--- src/rtl/ps2_key_decoder_pkg.sv ---
// Shared codes, state encodings and event tuple for the PS/2 key decoder.
// Prefix bytes, modifier/lock scan codes and the PAUSE skip length live here.
package ps2_key_decoder_pkg;

  localparam logic [7:0] PFX_E0    = 8'hE0;
  localparam logic [7:0] PFX_F0    = 8'hF0;
  localparam logic [7:0] PFX_E1    = 8'hE1;
  localparam logic [7:0] SC_LSHIFT = 8'h12;
  localparam logic [7:0] SC_RSHIFT = 8'h59;
  localparam logic [7:0] SC_CTRL   = 8'h14;
  localparam logic [7:0] SC_ALT    = 8'h11;
  localparam logic [7:0] SC_CAPS   = 8'h58;
  localparam logic [7:0] SC_INS    = 8'h70;
  localparam logic [2:0] PAUSE_LEN = 3'd7;

  typedef enum logic [2:0] {
    P_IDLE  = 3'd0,
    P_E0    = 3'd1,
    P_BRK   = 3'd2,
    P_E0BRK = 3'd3,
    P_PAUSE = 3'd4
  } parse_state_t;

  typedef enum logic [1:0] {
    E_IDLE = 2'd0,
    E_HIGH = 2'd1,
    E_GAP  = 2'd2
  } emit_state_t;

  typedef struct packed {
    logic [7:0] scan;
    logic [7:0] scan_e0;
    logic [7:0] ascii;
    logic       is_ascii;
  } key_evt_t;

  typedef struct packed {
    logic lshift;
    logic rshift;
    logic lctrl;
    logic rctrl;
    logic lalt;
    logic ralt;
    logic caps_held;
    logic ins_held;
    logic caps;
    logic ins;
  } mod_state_t;

  // Modifier and lock makes update state only; they never produce a key event.
  function automatic logic is_mod_key(input logic [7:0] code, input logic e0);
    return (code == SC_LSHIFT) || (code == SC_RSHIFT) || (code == SC_CTRL) ||
           (code == SC_ALT) || (code == SC_CAPS) || (e0 && code == SC_INS);
  endfunction

endpackage

--- src/rtl/ps2_key_decoder_if.sv ---
// Byte-stream input and KBHandler output bundle of the PS/2 key decoder.
interface ps2_key_decoder_if;
  import ps2_key_decoder_pkg::*;

  // ps2_valid is a one-cycle strobe qualifying ps2_byte, no backpressure;
  // newKey is a level pulse whose rising edge marks one new key event.
  logic [7:0]   ps2_byte;
  logic         ps2_valid;
  logic [7:0]   scanCode;
  logic [7:0]   scanCode_E0;
  logic         shift;
  logic         ctrl;
  logic         alt;
  logic         capslock;
  logic         insert;
  logic         newKey;
  logic [7:0]   ASCII;
  logic         isASCIIkey;
  parse_state_t dbg_parse;
  emit_state_t  dbg_emit;

  modport master (
    output ps2_byte, ps2_valid,
    input  scanCode, scanCode_E0, shift, ctrl, alt, capslock, insert,
           newKey, ASCII, isASCIIkey, dbg_parse, dbg_emit
  );

  modport slave (
    input  ps2_byte, ps2_valid,
    output scanCode, scanCode_E0, shift, ctrl, alt, capslock, insert,
           newKey, ASCII, isASCIIkey, dbg_parse, dbg_emit
  );

endinterface

--- src/rtl/ps2_key_decoder_scan_to_ascii.sv ---
// US-layout scan code set 2 to ASCII lookup; E0 codes and non-printing keys give 0.
module ps2_key_decoder_scan_to_ascii (
  input  logic [7:0] code,
  input  logic       e0,
  input  logic       shift,
  input  logic       capslock,
  output logic [7:0] ascii
);

  logic [7:0] base;
  logic [7:0] shifted;
  logic       letter;

  always_comb begin
    base    = 8'h00;
    shifted = 8'h00;
    case (code)
      8'h1C: base = "a";  8'h32: base = "b";  8'h21: base = "c";
      8'h23: base = "d";  8'h24: base = "e";  8'h2B: base = "f";
      8'h34: base = "g";  8'h33: base = "h";  8'h43: base = "i";
      8'h3B: base = "j";  8'h42: base = "k";  8'h4B: base = "l";
      8'h3A: base = "m";  8'h31: base = "n";  8'h44: base = "o";
      8'h4D: base = "p";  8'h15: base = "q";  8'h2D: base = "r";
      8'h1B: base = "s";  8'h2C: base = "t";  8'h3C: base = "u";
      8'h2A: base = "v";  8'h1D: base = "w";  8'h22: base = "x";
      8'h35: base = "y";  8'h1A: base = "z";
      8'h16: begin base = "1";  shifted = "!";  end
      8'h1E: begin base = "2";  shifted = "@";  end
      8'h26: begin base = "3";  shifted = "#";  end
      8'h25: begin base = "4";  shifted = "$";  end
      8'h2E: begin base = "5";  shifted = "%";  end
      8'h36: begin base = "6";  shifted = "^";  end
      8'h3D: begin base = "7";  shifted = "&";  end
      8'h3E: begin base = "8";  shifted = "*";  end
      8'h46: begin base = "9";  shifted = "(";  end
      8'h45: begin base = "0";  shifted = ")";  end
      8'h0E: begin base = 8'h60; shifted = "~";  end
      8'h4E: begin base = "-";  shifted = "_";  end
      8'h55: begin base = "=";  shifted = "+";  end
      8'h54: begin base = "[";  shifted = "{";  end
      8'h5B: begin base = "]";  shifted = "}";  end
      8'h5D: begin base = "\\"; shifted = "|";  end
      8'h4C: begin base = ";";  shifted = ":";  end
      8'h52: begin base = "'";  shifted = "\""; end
      8'h41: begin base = ",";  shifted = "<";  end
      8'h49: begin base = ".";  shifted = ">";  end
      8'h4A: begin base = "/";  shifted = "?";  end
      8'h29: begin base = " ";  shifted = " ";  end
      default: begin base = 8'h00; shifted = 8'h00; end
    endcase
  end

  // Capslock only affects letters; the shifted punctuation set follows shift alone.
  assign letter = (base >= 8'h61) && (base <= 8'h7A);

  always_comb begin
    ascii = 8'h00;
    if (e0)          ascii = 8'h00;
    else if (letter) ascii = (shift ^ capslock) ? (base - 8'h20) : base;
    else             ascii = shift ? shifted : base;
  end

endmodule

--- src/rtl/ps2_key_decoder.sv ---
// PS/2 byte stream to KBHandler bundle: prefix parser, modifier/lock tracking and
// a newKey pulse shaper with a one-entry latest-wins pending slot.
module ps2_key_decoder
  import ps2_key_decoder_pkg::*;
#(
  parameter int NEWKEY_HOLD = 4,
  parameter int NEWKEY_GAP  = 4
) (
  input logic             clk,
  input logic             rst,
  ps2_key_decoder_if.slave kb
);

  parse_state_t parse_q, parse_d;
  logic [2:0]   skip_q, skip_d;
  mod_state_t   mod_q, mod_d;
  emit_state_t  emit_q, emit_d;
  logic [7:0]   ecnt_q, ecnt_d;
  key_evt_t     out_q, out_d;
  key_evt_t     pend_q, pend_d;
  logic         pend_v_q, pend_v_d;

  logic       make_v, brk_v, ev_e0, ev_new, launch;
  logic       shift_now, ctrl_now, alt_now;
  logic [7:0] rx, ascii_w;
  key_evt_t   new_evt;

  assign rx        = kb.ps2_byte;
  assign shift_now = mod_q.lshift | mod_q.rshift;
  assign ctrl_now  = mod_q.lctrl | mod_q.rctrl;
  assign alt_now   = mod_q.lalt | mod_q.ralt;

  always_ff @(posedge clk or posedge rst) begin
    if (rst) begin
      parse_q  <= P_IDLE;
      skip_q   <= 3'd0;
      mod_q    <= '0;
      emit_q   <= E_IDLE;
      ecnt_q   <= 8'd0;
      out_q    <= '0;
      pend_q   <= '0;
      pend_v_q <= 1'b0;
    end else begin
      parse_q  <= parse_d;
      skip_q   <= skip_d;
      mod_q    <= mod_d;
      emit_q   <= emit_d;
      ecnt_q   <= ecnt_d;
      out_q    <= out_d;
      pend_q   <= pend_d;
      pend_v_q <= pend_v_d;
    end
  end

  // A prefix seen mid-sequence restarts parsing as though it arrived in IDLE.
  always_comb begin
    parse_d = parse_q;
    skip_d  = skip_q;
    make_v  = 1'b0;
    brk_v   = 1'b0;
    ev_e0   = 1'b0;
    if (kb.ps2_valid) begin
      if (parse_q == P_PAUSE) begin
        skip_d = skip_q - 3'd1;
        if (skip_q <= 3'd1) parse_d = P_IDLE;
      end else if (rx == PFX_E0) begin
        parse_d = P_E0;
      end else if (rx == PFX_F0) begin
        parse_d = (parse_q == P_E0) ? P_E0BRK : P_BRK;
      end else if (rx == PFX_E1) begin
        parse_d = P_PAUSE;
        skip_d  = PAUSE_LEN;
      end else begin
        parse_d = P_IDLE;
        make_v  = (parse_q == P_IDLE) || (parse_q == P_E0);
        brk_v   = (parse_q == P_BRK) || (parse_q == P_E0BRK);
        ev_e0   = (parse_q == P_E0) || (parse_q == P_E0BRK);
      end
    end
  end

  // Held bits block lock re-toggling on typematic repeats until the break.
  always_comb begin
    mod_d = mod_q;
    if (make_v || brk_v) begin
      if (!ev_e0 && rx == SC_LSHIFT) mod_d.lshift = make_v;
      if (!ev_e0 && rx == SC_RSHIFT) mod_d.rshift = make_v;
      if (rx == SC_CTRL) begin
        if (ev_e0) mod_d.rctrl = make_v;
        else       mod_d.lctrl = make_v;
      end
      if (rx == SC_ALT) begin
        if (ev_e0) mod_d.ralt = make_v;
        else       mod_d.lalt = make_v;
      end
      if (!ev_e0 && rx == SC_CAPS) begin
        if (make_v && !mod_q.caps_held) mod_d.caps = ~mod_q.caps;
        mod_d.caps_held = make_v;
      end
      if (ev_e0 && rx == SC_INS) begin
        if (make_v && !mod_q.ins_held) mod_d.ins = ~mod_q.ins;
        mod_d.ins_held = make_v;
      end
    end
  end

  ps2_key_decoder_scan_to_ascii u_scan_to_ascii (
    .code     (rx),
    .e0       (ev_e0),
    .shift    (shift_now),
    .capslock (mod_q.caps),
    .ascii    (ascii_w)
  );

  always_comb begin
    ev_new           = make_v && !is_mod_key(rx, ev_e0);
    new_evt.scan     = ev_e0 ? 8'h00 : rx;
    new_evt.scan_e0  = ev_e0 ? rx : 8'h00;
    new_evt.ascii    = ascii_w;
    new_evt.is_ascii = (ascii_w >= 8'h20) && (ascii_w <= 8'h7E) && !ctrl_now && !alt_now;
  end

  // A fresh event always beats the pending slot, both when launching and when parking.
  always_comb begin
    emit_d   = emit_q;
    ecnt_d   = ecnt_q;
    out_d    = out_q;
    pend_d   = pend_q;
    pend_v_d = pend_v_q;
    launch   = 1'b0;
    case (emit_q)
      E_IDLE: launch = ev_new || pend_v_q;
      E_HIGH: begin
        if (ecnt_q == 8'd0) begin
          emit_d = E_GAP;
          ecnt_d = 8'(NEWKEY_GAP - 1);
        end else begin
          ecnt_d = ecnt_q - 8'd1;
        end
      end
      E_GAP: begin
        if (ecnt_q != 8'd0)          ecnt_d = ecnt_q - 8'd1;
        else if (ev_new || pend_v_q) launch = 1'b1;
        else                         emit_d = E_IDLE;
      end
      default: emit_d = E_IDLE;
    endcase
    if (launch) begin
      emit_d   = E_HIGH;
      ecnt_d   = 8'(NEWKEY_HOLD - 1);
      out_d    = ev_new ? new_evt : pend_q;
      pend_v_d = 1'b0;
    end else if (ev_new) begin
      pend_d   = new_evt;
      pend_v_d = 1'b1;
    end
  end

  always_comb begin
    kb.scanCode    = out_q.scan;
    kb.scanCode_E0 = out_q.scan_e0;
    kb.ASCII       = out_q.ascii;
    kb.isASCIIkey  = out_q.is_ascii;
    kb.newKey      = (emit_q == E_HIGH);
    kb.shift       = shift_now;
    kb.ctrl        = ctrl_now;
    kb.alt         = alt_now;
    kb.capslock    = mod_q.caps;
    kb.insert      = mod_q.ins;
    kb.dbg_parse   = parse_q;
    kb.dbg_emit    = emit_q;
  end

endmodule

--- src/flat_wrapper.sv ---
// flat-port wrapper written by rule: the top's interface ports become plain ports
module ps2_key_decoder_flat import ps2_key_decoder_pkg::*;
#(
  parameter int NEWKEY_HOLD = 4,
  parameter int NEWKEY_GAP  = 4
)
  (clk, rst, kb_ps2_byte, kb_ps2_valid, kb_scanCode, kb_scanCode_E0, kb_shift, kb_ctrl, kb_alt, kb_capslock, kb_insert, kb_newKey, kb_ASCII, kb_isASCIIkey, kb_dbg_parse, kb_dbg_emit);
  ps2_key_decoder_if kb_i ();
  input logic clk;
  input logic rst;
  input wire logic [$bits(kb_i.ps2_byte)-1:0] kb_ps2_byte;
  input wire logic [$bits(kb_i.ps2_valid)-1:0] kb_ps2_valid;
  output wire logic [$bits(kb_i.scanCode)-1:0] kb_scanCode;
  output wire logic [$bits(kb_i.scanCode_E0)-1:0] kb_scanCode_E0;
  output wire logic [$bits(kb_i.shift)-1:0] kb_shift;
  output wire logic [$bits(kb_i.ctrl)-1:0] kb_ctrl;
  output wire logic [$bits(kb_i.alt)-1:0] kb_alt;
  output wire logic [$bits(kb_i.capslock)-1:0] kb_capslock;
  output wire logic [$bits(kb_i.insert)-1:0] kb_insert;
  output wire logic [$bits(kb_i.newKey)-1:0] kb_newKey;
  output wire logic [$bits(kb_i.ASCII)-1:0] kb_ASCII;
  output wire logic [$bits(kb_i.isASCIIkey)-1:0] kb_isASCIIkey;
  output wire logic [$bits(kb_i.dbg_parse)-1:0] kb_dbg_parse;
  output wire logic [$bits(kb_i.dbg_emit)-1:0] kb_dbg_emit;
  assign kb_i.ps2_byte = kb_ps2_byte;
  assign kb_i.ps2_valid = kb_ps2_valid;
  assign kb_scanCode = kb_i.scanCode;
  assign kb_scanCode_E0 = kb_i.scanCode_E0;
  assign kb_shift = kb_i.shift;
  assign kb_ctrl = kb_i.ctrl;
  assign kb_alt = kb_i.alt;
  assign kb_capslock = kb_i.capslock;
  assign kb_insert = kb_i.insert;
  assign kb_newKey = kb_i.newKey;
  assign kb_ASCII = kb_i.ASCII;
  assign kb_isASCIIkey = kb_i.isASCIIkey;
  assign kb_dbg_parse = kb_i.dbg_parse;
  assign kb_dbg_emit = kb_i.dbg_emit;
  ps2_key_decoder #(.NEWKEY_HOLD(NEWKEY_HOLD), .NEWKEY_GAP(NEWKEY_GAP)) u_core (.clk(clk), .rst(rst), .kb(kb_i));
endmodule
--- config.mk ---
export PLATFORM = sky130hd
export DESIGN_NAME = ps2_key_decoder_flat
export DESIGN_NICKNAME = d
export VERILOG_FILES = /design/src/rtl/ps2_key_decoder_pkg.sv /design/src/rtl/ps2_key_decoder_if.sv /design/src/rtl/ps2_key_decoder_scan_to_ascii.sv /design/src/rtl/ps2_key_decoder.sv /design/src/flat_wrapper.sv
export SDC_FILE = /design/constraint.sdc
export NUM_CORES = 1
export LEC_CHECK = 0
export CAP_MARGIN = 20
export CORE_MARGIN = 2
export CORE_UTILIZATION = 58
export DETAILED_ROUTE_END_ITERATION = 10
export PLACE_DENSITY = 0.86
export SYNTH_ARGS = -nofsm -noshare
export SYNTH_HDL_FRONTEND = slang
export SYNTH_SLANG_ARGS = --single-unit
--- constraint.sdc ---
create_clock -name clk -period 3.3 [get_ports clk]
set_clock_uncertainty 0.1 [all_clocks]
set_input_delay 0.495 -clock clk [delete_from_list [all_inputs] [get_ports clk]]
set_output_delay 0.495 -clock clk [all_outputs]
set_load 0.1 [all_outputs]
==> impl_metrics.csv, run 1 <==
group,metric,value,unit
final_layout,fill_cells,519,
timing,timing.final.crit_period,3.372,ns
yosys,netlist_instances,646,
yosys,ys_ff_latch,77,
flow_run,maxCapViolations,0,
placement,io_buffer_count,46,
power,vdd_drop_max,0.4411,mV
grt,grt_util_all_layers,36.10,%
floorplan,rows,34,
detailed_routing,ant_nets,0,
yosys,syn_area,5165,µm²
setup_path,path_max_fanout,5,
timing,finalCritPeriodShare,102.2,%
floorplan,dieHeight,98.37,µm
yosys,yosysTopAreaCell,"dfrtp_1",
timing,worst_slack,-0.07164,ns
setup_path,cp_top_family,"simple AND/OR/NAND/NOR gates",
final_layout,layout-drive-gt1-share,34.51,%
setup_path,start_kind,"primary input",
grt,grt_pass1_wl,28350,µm
timing,hold_slack,0.3753,ns
power,power_per_cell_area,607.9,nW/µm²
status,outcome,"finished with violations",
final_layout,areaGrowthSynthToFinish,41.35,%
final_layout,fin_util,84.13,%
clock_tree,clk_latency,0.35,ns
floorplan,core-area,8678,µm²
yosys,yosys-top-cells-area,"dfrtp_1, nand2_1, o21ai_0",
detailed_routing,vias_per_cell,6.433,
yosys,synth_edf_count,0,
yosys,synth.most_common_cell,"nand2_1",
grt,grt_max_degree,52,
clock_tree,clk_pin_slew,0.09,ns
timing,drv_slew,0,
yosys,synth_top_area_share,37.31,%
setup_path,end_kind,"register",
yosys,synth_ff_type,"dfrtp_1",
floorplan,initial_core_util,59.52,%
timing,setup_viol,2,
detailed_routing,route.vias.total,5970,
hold_path,hold_path.class,"reg -> reg",
detailed_routing,drt-met1-wl,6801,µm
detailed_routing,drt_iter0_drc,578,
yosys,ys_seq_area_share,37.31,%
detailed_routing,top_layer_used,"met4",
yosys,async_reset_ff_share,100.0,%
clock_tree,h-tree-depth,3,
clock_tree,clock-sinks,77,
yosys,yosysUniqueCellTypes,74,
setup_path,max_stage_delay,0.57,ns
detailed_routing,wl_met3,1363,µm
detailed_routing,dr.pass1.iters,6,
detailed_routing,wl_per_cell,19.60,µm
placement,hpwl,12670,µm
yosys,syn_nets,662,
power,p_leak,0.003364,µW
timing,worst_slew_pin_slew,0.9914,ns
detailed_routing,remaining_drc_errors,0,
timing,hold_viol,0,
status,violations,"setup timing",
grt,grt_antenna_before_repair,0,
timing,rsz0062_at_grt,"true",
setup_path,cp.arrival,3.50,ns
final_layout,num_antenna_cells,0,
yosys,syn_avg_cell_area,7.995,µm²
detailed_routing,wl_met2,8944,µm
setup_path,crit_chain,"buf_8 > or3b_4 > a2bb2oi_2 > o22ai_2 > or4_1 > or4_4 > ha_4 > inv_2 > o31a_1 > or2_4 > buf_12 > a221oi_4 > o221ai_2 > o21ai_2",
setup_path,slowest_stage,"or4_4",
clock_tree,hold_buffers,0,
setup_path,crit_required,3.43,ns
yosys,synth_warnings,0,
yosys,synth_common_cells,"nand2_1, dfrtp_1, o21ai_0",
placement,gp_congestion,1.027,
floorplan,ios,47,
floorplan,die-area,9676,µm²
clock_tree,cts_root_buf,"clkbuf_8",
timing,slew_headroom,33.70,%
grt,grt_overflow,0,
setup_path,critPathKind,"in -> reg",
clock_tree,cts_buffers,9,
clock_tree,clockBufferDepth,2,
floorplan,die_w,98.37,µm
detailed_routing,drt_wl_total,18190,µm
grt,grt_pass1_vias,5721,
setup_path,critPathBufInv,3,
timing,clock.fmax,296.6,MHz
final_layout,fin_nets,831,
clock_tree,cts_tree,"yes",
-- per-layer routing --
metal,global-route usage (%),vias to the layer above
li1,-,2672
met1,43.84,2836
met2,62.17,369
met3,4.009,93
met4,20.55,0
met5,0,-
-- flip-flops by register name, indices dropped and copies added, names as in the netlist --
name,count
u_core.kb.scanCode,8
u_core.kb.dbg_emit,2
u_core.kb.insert,1
u_core.skip_q,3
u_core.ecnt_q,8
u_core.kb.dbg_parse,3
u_core.kb.ASCII,8
u_core.mod_q,8
u_core.kb.capslock,1
u_core.pend_v_q,1
u_core.kb.scanCode_E0,8
u_core.kb.isASCIIkey,1
u_core.pend_q,25
-- power breakdown --
group | total (µW) | internal, µW | switching (µW)
combinational | 2380 | 743 | 1630
clock | 684 | 290 | 394
sequential | 1380 | 1190 | 190
total | 4440 | 2220 | 2220
-- path summary, 6_finish.rpt --
path	cells after the start	to	start	slack (ns)
max	14	u_core.pend_q[0]	kb_ps2_byte[0]	-0.07
min	1	u_core.kb.insert	u_core.kb.insert	0.38
max reg2reg	10	u_core.ecnt_q[5]	u_core.ecnt_q[0]	0.31
min reg2reg	1	u_core.kb.insert	u_core.kb.insert	0.38
max in group asynchronous	3	u_core.ecnt_q[5]	rst	2.00
min in group asynchronous	2	u_core.kb.scanCode_E0[7]	rst	0.42
-- timing repair --
item | 4_1_cts | 5_1_grt
resized for setup | 68 | 51
setup endpoints to repair | 57 | 27
setup buffers | 16 | 7
pin swaps | 20 | 35
cloned | 1 | 1
-- area by class of cell --
type                    instances  area [µm²]  area share (%)
clock buffers                   9       123.9           1.697
clock inverters                 7       63.81          0.8740
inverters                      17       63.81          0.8740
multi-input cells             500        3208           43.94
flip-flops and latches         77        1927           26.39
well taps                     108       135.1           1.851
repair buffers                210        1779           24.37
-- cells by family after synthesis --
| family | synth area share (%) |
|---|---|
| compound gates | 22.70 |
| xor+xnor | 1.526 |
| fa+ha+maj | 1.211 |
| buf+inv | 6.419 |
| flops | 37.31 |
| mux | 1.502 |
| simple gates | 29.34 |
-- layout by cell type, fill, tap and decap left out, types with 6 or more instances in the layout --
cell               n
a21oi_1           45
and3_1             9
buf_4            170
buf_6             16
clkbuf_8           9
clkdlybuf4s50_1   13
dfrtp_1           77
inv_1             13
nand2_1          102
nand2b_1           6
nand3_1           24
nand4_1            7
nor2_1            49
nor2b_1            9
nor3_1             8
nor3b_1            9
nor4b_2            7
o211ai_1           6
o21ai_0           56
o21ai_1           13
-- metrics by stage --
step	power [µW]	setup slack (ns)	std cells	area (µm²)	setup TNS, ns
floorplan	2976	-0.03383	646	5263	-0.1912
CTS	4347	0.004350	921	7101	0
global placement	3500	-0.7662	888	6580	-27.01
finish	4438	-0.07164	928	7301	-0.1172
global route	4640	-0.1283	928	7301	-0.4035
detailed placement	3593	-0.8265	888	6580	-31.87
(Power assumes the default switching activity.)
==> run 2: changes to the inputs <==
--- a/config.mk
+++ b/config.mk
@@ -6,7 +6,7 @@
 export NUM_CORES = 1
 export LEC_CHECK = 0
 export CAP_MARGIN = 20
-export CORE_MARGIN = 2
+export CORE_MARGIN = 3
 export CORE_UTILIZATION = 58
 export DETAILED_ROUTE_END_ITERATION = 10
 export PLACE_DENSITY = 0.86
==> run 2 against run 1 <==
  * The run still ends with setup timing left
  * Design area grew 0.50%
  * First-iteration DRC count shrank 9.0%
  * Clock power grew 12%
  * Non-clock buffer count shrank 1
  * Power grew 1.8%
  * Largest cell class unchanged
==> impl_metrics.csv, run 2 (synthesis results as in run 1) <==
group,metric,value,unit
status,violations,"setup timing",
timing,timing.final.crit_period,3.456,ns
detailed_routing,ant_nets,0,
setup_path,crit_required,3.47,ns
setup_path,path_max_fanout,8,
timing,rsz0062_at_grt,"true",
clock_tree,clockBufferDepth,2,
final_layout,largest_reg_flops,25,
placement,hpwl,12320,µm
hold_path,hold_start,"u_core.kb.insert",
clock_tree,cts_root_buf,"clkbuf_8",
detailed_routing,route.vias.total,6019,
setup_path,r2r_slack,0.34,ns
detailed_routing,drt_wl_total,18550,µm
floorplan,dieHeight,100.4,µm
setup_path,rr_worst_depth,11,
placement,io_buffer_count,46,
flow_run,maxCapViolations,0,
clock_tree,clock-sinks,77,
detailed_routing,vias_per_cell,6.514,
floorplan,rows,33,
setup_path,critPathBufInv,4,
power,power_per_cell_area,615.5,nW/µm²
grt,grt_overflow,0,
final_layout,layout-drive-gt1-share,33.94,%
clock_tree,cts_buffers,9,
floorplan,die_w,100.4,µm
detailed_routing,remaining_drc_errors,0,
power,p_leak,0.003421,µW
grt,grt_pass1_vias,5837,
final_layout,final_cell_mix,"buf_4, nand2_1, dfrtp_1, o21ai_0, nor2_1",
final_layout,areaGrowthSynthToFinish,42.05,%
detailed_routing,wl_per_cell,20.08,µm
timing,worst_slew_pin_slew,0.9674,ns
floorplan,core-area,8423,µm²
timing,clock.fmax,289.4,MHz
floorplan,ios,47,
floorplan,die-area,10070,µm²
detailed_routing,drt_iter0_drc,526,
grt,grt_max_degree,48,
placement,gp_congestion,1.038,
timing,setup_tns,-0.3708,ns
grt,grt_antenna_before_repair,0,
setup_path,timing.rr.end,"u_core.kb.isASCIIkey",
timing,drv_slew,0,
timing,slew_headroom,35.31,%
final_layout,fin_util,87.11,%
hold_path,min_delay_path_depth,1,
setup_path,cp.arrival,3.63,ns
timing,finalCritPeriodShare,104.7,%
timing,setup_viol,6,
grt,grt_pass1_wl,28810,µm
final_layout,regMostFlops,"u_core.pend_q",
clock_tree,clk_latency,0.36,ns
setup_path,crit_chain,"buf_2 > buf_6 > buf_4 > nor4b_2 > nand4_1 > a21oi_2 > a211o_1 > or4_4 > ha_4 > inv_2 > o31a_1 > or3_4 > a221oi_4 > o221ai_2 > a21oi_1",
final_layout,final_common_cell,"buf_4",
detailed_routing,top_layer_used,"met4",
setup_path,max_stage_delay,0.45,ns
detailed_routing,drt-met1-wl,6929,µm
setup_path,end_kind,"register",
grt,grt_util_all_layers,35.89,%
final_layout,fin_nets,830,
final_layout,num_antenna_cells,0,
timing,worst_slack,-0.1560,ns
setup_path,critPathKind,"in -> reg",
detailed_routing,dr.pass1.iters,6,
floorplan,initial_core_util,61.32,%
setup_path,slowest_stage,"or3_4",
clock_tree,clk_pin_slew,0.09,ns
timing,hold_viol,0,
detailed_routing,wl_met3,1653,µm
setup_path,cp_top_family,"simple AND/OR/NAND/NOR gates",
clock_tree,cts_tree,"yes",
setup_path,r2r-start,"u_core.ecnt_q[0]",
status,outcome,"finished with violations",
setup_path,start_kind,"primary input",
clock_tree,h-tree-depth,3,
hold_path,hold_path_end,"u_core.kb.insert",
clock_tree,hold_buffers,0,
power,vdd_drop_max,0.4683,mV
hold_path,hold_path.class,"reg -> reg",
detailed_routing,wl_met2,8694,µm
==> run 2: layout make-up <==
| cell class | count | area [µm²] |
|---|---|---|
| Clock buffer | 9 | 123.9 |
| Clock inverter | 7 | 80.08 |
| Fill cell | 472 | 1086 |
| Inverter | 17 | 67.56 |
| Multi-Input combinational cell | 500 | 3216 |
| Sequential cell | 77 | 1927 |
| Tap cell | 105 | 131.4 |
| Timing Repair Buffer | 209 | 1792 |
==> run 2: power breakdown <==
part / switching, µW / internal (µW)
sequential: 182 / 1190
clock: 405 / 362
combinational: 1630 / 745
total: 2220 / 2300
==> run 2: layer usage <==
layer / up-vias / global-route usage, %
li1: 2658 / -
met1: 2840 / 43.18
met2: 390 / 58.72
met3: 131 / 8.270
met4: 0 / 20.93
met5: - / 0
==> run 2: worst reg2reg max path, cell delays in order, from the launching register on <==
cell	delay [ns]
dfrtp_1	0.40
inv_1	0.11
ha_1	0.20
nor2b_1	0.19
nor2b_1	0.27
nand3_1	0.29
a21oi_1	0.42
o21ai_2	0.17
buf_4	0.21
buf_4	0.16
a21oi_1	0.19
a21oi_1	0.12
==> run 2: how the worst max path moves through the flow <==
| stage | startpoint | end | slack (ns) | cells past startpoint |
|---|---|---|---|---|
| after floorplan | kb_ps2_byte[1] | u_core.kb.ASCII[1] | -0.03 | 14 |
| after global placement | kb_ps2_byte[1] | u_core.kb.isASCIIkey | -0.67 | 14 |
| after detailed placement | kb_ps2_byte[1] | u_core.kb.isASCIIkey | -0.81 | 17 |
| after CTS | kb_ps2_byte[7] | u_core.kb.isASCIIkey | 0.005 | 16 |
| after global routing | kb_ps2_byte[6] | u_core.kb.isASCIIkey | -0.16 | 16 |
| final | kb_ps2_byte[5] | u_core.kb.isASCIIkey | -0.16 | 15 |
==> run 2: repair_timing <==
action | in CTS | in global routing
gates resized for setup | 66 | 37
setup endpoints to repair | 56 | 18
cloned | 4 | 0
pin swaps | 20 | 27
setup buffers | 29 | 2
==> run 2: metrics by stage <==
stage	power (µW)	cell area (µm²)	setup slack, ns	cells	hold WS (ns)
5_1_grt	4717	7337	-0.1554	924	0.3979
2_1_floorplan	2976	5263	-0.03383	646	0.3408
6_report	4516	7337	-0.1560	924	0.3746
3_5_place_dp	3608	6541	-0.8107	875	0.3585
3_3_place_gp	3518	6541	-0.6708	875	0.3531
4_1_cts	4441	7191	0.005094	923	0.3754
